**src/rtl/inst_encoder.sv**
```systemverilog
// MIPS32 instruction encoder: turns abstract logic/shift/immediate operations
// (plus the li pseudo-op) into instruction words with byte addresses for ROM fill.
module inst_encoder #(
  parameter logic [31:0] BASE_ADDR = 32'h0000_0000
) (
  input  logic        clk,
  input  logic        rst,
  input  logic        in_valid_i,
  output logic        in_ready_o,
  input  logic [3:0]  op_i,
  input  logic [4:0]  rs_i,
  input  logic [4:0]  rt_i,
  input  logic [4:0]  rd_i,
  input  logic [31:0] imm_i,
  input  logic        addr_clr_i,
  output logic [31:0] inst_o,
  output logic [31:0] inst_addr_o,
  output logic        inst_valid_o,
  input  logic        inst_ready_i,
  output logic [15:0] word_cnt_o
);

  typedef enum logic [1:0] {
    IDLE  = 2'd0,
    EMIT1 = 2'd1,
    EMIT2 = 2'd2
  } state_t;

  localparam logic [3:0] OP_OR   = 4'd0;
  localparam logic [3:0] OP_AND  = 4'd1;
  localparam logic [3:0] OP_XOR  = 4'd2;
  localparam logic [3:0] OP_NOR  = 4'd3;
  localparam logic [3:0] OP_SLLV = 4'd4;
  localparam logic [3:0] OP_SRLV = 4'd5;
  localparam logic [3:0] OP_SRAV = 4'd6;
  localparam logic [3:0] OP_SLL  = 4'd7;
  localparam logic [3:0] OP_SRL  = 4'd8;
  localparam logic [3:0] OP_SRA  = 4'd9;
  localparam logic [3:0] OP_ORI  = 4'd10;
  localparam logic [3:0] OP_ANDI = 4'd11;
  localparam logic [3:0] OP_XORI = 4'd12;
  localparam logic [3:0] OP_LUI  = 4'd13;
  localparam logic [3:0] OP_LI   = 4'd14;

  function automatic logic [31:0] r_type(input logic [4:0] rs, input logic [4:0] rt,
                                         input logic [4:0] rd, input logic [4:0] sa,
                                         input logic [5:0] funct);
    return {6'h00, rs, rt, rd, sa, funct};
  endfunction

  function automatic logic [31:0] i_type(input logic [5:0] opcode, input logic [4:0] rs,
                                         input logic [4:0] rt, input logic [15:0] imm);
    return {opcode, rs, rt, imm};
  endfunction

  state_t      state_reg;
  logic [31:0] inst_reg;
  logic [31:0] addr_reg;
  logic [15:0] word_cnt_reg;
  logic [31:0] second_word_reg;
  logic        two_word_reg;
  logic        in_ready_reg;
  logic        inst_valid_reg;

  logic [31:0] first_word_next;
  logic [31:0] second_word_next;
  logic        two_word_next;
  logic        word_accept;

  // Encoding straight from the request fields; only sampled on accept in IDLE.
  always_comb begin
    first_word_next  = 32'h0000_0000;
    second_word_next = 32'h0000_0000;
    two_word_next    = 1'b0;
    case (op_i)
      OP_OR:   first_word_next = r_type(rs_i, rt_i, rd_i, 5'd0, 6'h25);
      OP_AND:  first_word_next = r_type(rs_i, rt_i, rd_i, 5'd0, 6'h24);
      OP_XOR:  first_word_next = r_type(rs_i, rt_i, rd_i, 5'd0, 6'h26);
      OP_NOR:  first_word_next = r_type(rs_i, rt_i, rd_i, 5'd0, 6'h27);
      OP_SLLV: first_word_next = r_type(rs_i, rt_i, rd_i, 5'd0, 6'h04);
      OP_SRLV: first_word_next = r_type(rs_i, rt_i, rd_i, 5'd0, 6'h06);
      OP_SRAV: first_word_next = r_type(rs_i, rt_i, rd_i, 5'd0, 6'h07);
      OP_SLL:  first_word_next = r_type(5'd0, rt_i, rd_i, imm_i[4:0], 6'h00);
      OP_SRL:  first_word_next = r_type(5'd0, rt_i, rd_i, imm_i[4:0], 6'h02);
      OP_SRA:  first_word_next = r_type(5'd0, rt_i, rd_i, imm_i[4:0], 6'h03);
      OP_ORI:  first_word_next = i_type(6'h0D, rs_i, rt_i, imm_i[15:0]);
      OP_ANDI: first_word_next = i_type(6'h0C, rs_i, rt_i, imm_i[15:0]);
      OP_XORI: first_word_next = i_type(6'h0E, rs_i, rt_i, imm_i[15:0]);
      OP_LUI:  first_word_next = i_type(6'h0F, 5'd0, rt_i, imm_i[15:0]);
      OP_LI: begin
        // Pick the shortest expansion that reproduces the 32-bit constant.
        if (imm_i[31:16] == 16'h0000) begin
          first_word_next = i_type(6'h0D, 5'd0, rt_i, imm_i[15:0]);
        end else if (imm_i[15:0] == 16'h0000) begin
          first_word_next = i_type(6'h0F, 5'd0, rt_i, imm_i[31:16]);
        end else begin
          first_word_next  = i_type(6'h0F, 5'd0, rt_i, imm_i[31:16]);
          second_word_next = i_type(6'h0D, rt_i, rt_i, imm_i[15:0]);
          two_word_next    = 1'b1;
        end
      end
      default: first_word_next = 32'h0000_0000;
    endcase
  end

  assign word_accept = inst_valid_reg & inst_ready_i;

  always_ff @(posedge clk) begin
    if (rst) begin
      state_reg       <= IDLE;
      inst_reg        <= 32'h0000_0000;
      addr_reg        <= BASE_ADDR;
      word_cnt_reg    <= 16'h0000;
      second_word_reg <= 32'h0000_0000;
      two_word_reg    <= 1'b0;
      in_ready_reg    <= 1'b1;
      inst_valid_reg  <= 1'b0;
    end else begin
      if (word_accept) begin
        addr_reg <= addr_reg + 32'd4;
        if (word_cnt_reg != 16'hFFFF) begin
          word_cnt_reg <= word_cnt_reg + 16'd1;
        end
      end
      case (state_reg)
        IDLE: begin
          // addr_reg doubles as the next word's address, so a clear here
          // also places a simultaneously accepted op at BASE_ADDR.
          if (addr_clr_i) begin
            addr_reg <= BASE_ADDR;
          end
          if (in_valid_i) begin
            inst_reg        <= first_word_next;
            second_word_reg <= second_word_next;
            two_word_reg    <= two_word_next;
            state_reg       <= EMIT1;
            in_ready_reg    <= 1'b0;
            inst_valid_reg  <= 1'b1;
          end
        end
        EMIT1: begin
          if (inst_ready_i) begin
            if (two_word_reg) begin
              inst_reg  <= second_word_reg;
              state_reg <= EMIT2;
            end else begin
              state_reg      <= IDLE;
              in_ready_reg   <= 1'b1;
              inst_valid_reg <= 1'b0;
            end
          end
        end
        EMIT2: begin
          if (inst_ready_i) begin
            state_reg      <= IDLE;
            in_ready_reg   <= 1'b1;
            inst_valid_reg <= 1'b0;
            two_word_reg   <= 1'b0;
          end
        end
        default: begin
          state_reg      <= IDLE;
          in_ready_reg   <= 1'b1;
          inst_valid_reg <= 1'b0;
        end
      endcase
    end
  end

  assign in_ready_o   = in_ready_reg;
  assign inst_valid_o = inst_valid_reg;
  assign inst_o       = inst_reg;
  assign inst_addr_o  = addr_reg;
  assign word_cnt_o   = word_cnt_reg;

endmodule

```
**config.mk**
```make
export PLATFORM = sky130hd
export DESIGN_NAME = inst_encoder
export DESIGN_NICKNAME = d
export VERILOG_FILES = /design/src/rtl/inst_encoder.sv
export SDC_FILE = /design/constraint.sdc
export NUM_CORES = 1
export LEC_CHECK = 0
export BUFFER_PORTS_ARGS = -buffer_cell sky130_fd_sc_hd__buf_2
export CORE_MARGIN = 10
export CORE_UTILIZATION = 58
export CTS_BUF_LIST = sky130_fd_sc_hd__clkbuf_16
export DETAILED_ROUTE_END_ITERATION = 7
export GPL_ROUTABILITY_DRIVEN = 0
export GPL_TIMING_DRIVEN = 0
export PLACE_DENSITY = 0.85
export SLEW_MARGIN = 40
export SYNTH_ARGS = -nofsm -noshare
export SYNTH_HDL_FRONTEND = slang
export SYNTH_SLANG_ARGS = --single-unit
```
**constraint.sdc**
```tcl
create_clock -name clk -period 3.67 [get_ports clk]
set_clock_uncertainty 0.2 [all_clocks]
set_input_delay 0.367 -clock clk [delete_from_list [all_inputs] [get_ports clk]]
set_output_delay 0.367 -clock clk [all_outputs]
set_load 0.01 [all_outputs]
```
==> key figures <==
Critical path
  • Crit start category: flop
  • Crit path kind: flop to flop
  • CP Max Fanout: 6
  • Slowest stage delay, CP: 0.63 ns
  • Worst-path cell chain: ha_1, nand2_1, or4_1, or3_1, a21oi_1
  • CP Capture Type: flop
  • Critical Path RT: 3.74 ns
  • Slowest cell on crit path: or4_1
  • CP arrival: 2.36 ns

Timing
  • # setup viols final: 0
  • RSZ-0062 raised after global routing: false
  • Setup slack after layout: around 1.4 ns
  • Max-Slew Margin vs Limit: 44.6%
  • Worst Tran Pin Value: 0.832 ns
  • Final Cycle Share: between 60% and 70%
  • Setup TNS: 0 ns
  • Max Freq: 436 MHz
  • Final hold vios: 0
  • Final hold slack: 0.0858 ns
  • Final Max Slew Viols: 0
  • Final Critical Period: around 2.3 ns

Synth
  • Largest family of logic cells by synthesized area: simple AND/OR/NAND/NOR gates
  • Syn. warnings: 0
  • Synth Area in Simple Gates: 29.3%
  • Syn Inst Count: 649
  • Mapped cell area: 5380 um2
  • Synth unique cells: 69
  • EDFF count, synth: 0
  • Fraction of registers with async set/reset: 0%
  • Post-synth top area cell: dfxtp_1
  • Main synth FF type: dfxtp_1
  • Synth Area per Inst: 8.29 um2
  • Synth Register Bits: between 100 and 150
  • Mux cell area share after synthesis: 2.70%
  • Post-Synth XOR/XNOR Area: 1.79%
  • Area fraction of the dominant cell type after synthesis: a little under two fifths
  • Most common cell in the netlist: dfxtp_1
  • Largest cells by area after synthesis: dfxtp_1 38%, a21oi_1 4.7%, nor2_1 4.2%
  • Area share of fa/ha/maj cells after synthesis: 0.465%
  • Seq/Total Area, Yosys: 38.0%
  • Synth cell count leaders: 102 x dfxtp_1, 60 x nor2_1, 51 x a21oi_1
  • Compound-gate portion of the synthesized area: a little under a quarter

Place
  • Number of I/O port buffers: 131
  • Pre-CTS setup slack: 1.32 ns
  • Post-DP HPWL: 13.7 mm
  • Cells after DPL: 894

Detailed routing
  • Final WL: approximately 18 mm
  • Starting DRT DRC Count: roughly 730
  • Wire length per cell: about 20 um
  • Via Count: 6048
  • DRC violations left: 0
  • Drt pass-1 iters: 6
  • Vias per inst: 6.65
  • Final antenna-violating net count: 0

GRT
  • Gr usage total: 26.3%
  • Grt ovf: 0
  • Initial antenna violation count: 0
  • Pin count of the biggest net entering global routing: 17
  • Number of global-route vias before repair: slightly below 6k
  • First-pass GRT wire length: around 29 mm

Clocking
  • CTS Sinks: 102
  • Hold_buf cts: 0
  • CTS resizes: 0
  • Root Driver: clkbuf_16
  • Clk buf depth: 2
  • TritonCTS clock tree: built
  • Post-CTS Repair Setup Buffers: 0
  • Clk slew on worst S/H paths: roughly 0.070 ns
  • Clk_lat worst skew: 0.34 ns
  • Inserted Clock Buffers: 9
  • CTS H-tree lvls: 3

Die
  • Die ar.: 13500 um2
  • Rows: 35
  • Core area: just over 9000 um2
  • IO Pins: 138
  • Starting Density: 58.8%
  • Die width: 116 um
  • Die height: 116 um

Outcome
  • Status: finished clean

Finish
  • Layout net count: 852
  • Share of layout cells above drive strength 1: 23.9%
  • Cell Count, Final, Fillers Out: 910
  • N_diodes: 0
  • # fillers: approximately 720
  • Area Overhead vs Synth: 20.2%
  • Final core utilization: 70.6%
  • Max reg flops: 30

Power and ir drop
  • Static leakage: 2.64 nW
  • Comb pwr share: 14.4%
  • Cell Int Power: around 1.7 mW
  • Net Sw Frac: ~28%
  • Maximum vdd drop: 241 uV
  • Pwr dens: about 370 nW/um2
  • Sequential power share: 48.8%
  • Net Switching: 0.671 mW
  • Clock power frac: a little under two fifths

Min path
  • Hold Crit Class: primary input to flop

Flow run
  • Max-capacitance violation count: 0
[worst paths after layout]
check | from | end | slack [ns] | cells after the start
worst max-delay path | inst_addr_o[2] | inst_addr_o[24] | 1.38 | 5
worst min-delay path | rt_i[2] | inst_o[18] | 0.09 | 3
worst min register to register | second_word_reg[22] | second_word_reg[22] | 0.26 | 2
worst max register to register | inst_addr_o[2] | inst_addr_o[24] | 1.38 | 5
[cells in the final DEF, fill, tap and decap left out, types with 15 or more instances in the layout]
master    instances
a21oi_1          51
a32oi_1          17
and3_1           15
buf_2           147
clkbuf_1         29
dfxtp_1         102
nand2_1          49
nand3_1          32
nand4_1          19
nor2_1           60
o21ai_0          19
or3_1            19
[layout make-up]
type	count	area [um2]	area share, %
clock inverters	7	42.5	0.658
inverters	6	22.5	0.348
flip-flops and latches	102	2040	31.6
plain buffers	55	256	3.97
clock buffers	9	225	3.48
well taps	111	139	2.15
multi-input cells	489	3080	47.7
repair buffers	131	656	10.1
[cells by family (layout without fill, tap and decap cells)]
| logic type | count (synthesis) | count (layout) |
|---|---|---|
| xor+xnor | 11 | 11 |
| other cells | 1 | 4 |
| compound gates | 174 | 174 |
| fa+ha+maj | 2 | 2 |
| simple gates | 284 | 284 |
| mux | 14 | 14 |
| buf+inv | 61 | 208 |
| flops | 102 | 102 |
[worst max-delay path: cells and delay by family, from the launching register on]
family / cells / cell delay, ns
AO/OA/AOI/OAI: 1 / 0.17
adder cells (fa/ha/maj): 1 / 0.23
flip-flops: 1 / 0.44
AND/OR/NAND/NOR: 3 / 1.19
[power groups by stage]
stage          Clock (mW)  Sequential, mW  Combinational, mW
2_1_floorplan           0            1.20              0.181
3_3_place_gp            0            1.19              0.328
3_5_place_dp            0            1.19              0.334
4_1_cts             0.883            1.17              0.336
5_1_grt             0.931            1.17              0.373
6_report            0.882            1.17              0.345
[metrics by stage]
stage | area (um2) | total power, mW
2_1_floorplan | 5390 | 1.38
3_3_place_gp | 6180 | 1.52
3_5_place_dp | 6180 | 1.53
4_1_cts | 6450 | 2.39
5_1_grt | 6460 | 2.47
6_report | 6460 | 2.39
[per-layer routing]
layer | up-vias | track usage [%] | share of wire (%)
met1 | 2823 | 31.8 | 38
li1 | 2767 | - | -
met2 | 397 | 42.6 | 47
met3 | 61 | 7.40 | 12
met4 | 0 | 11.9 | 3.3
met5 | - | 0 | 0
Power figures use the tool's default switching activity.
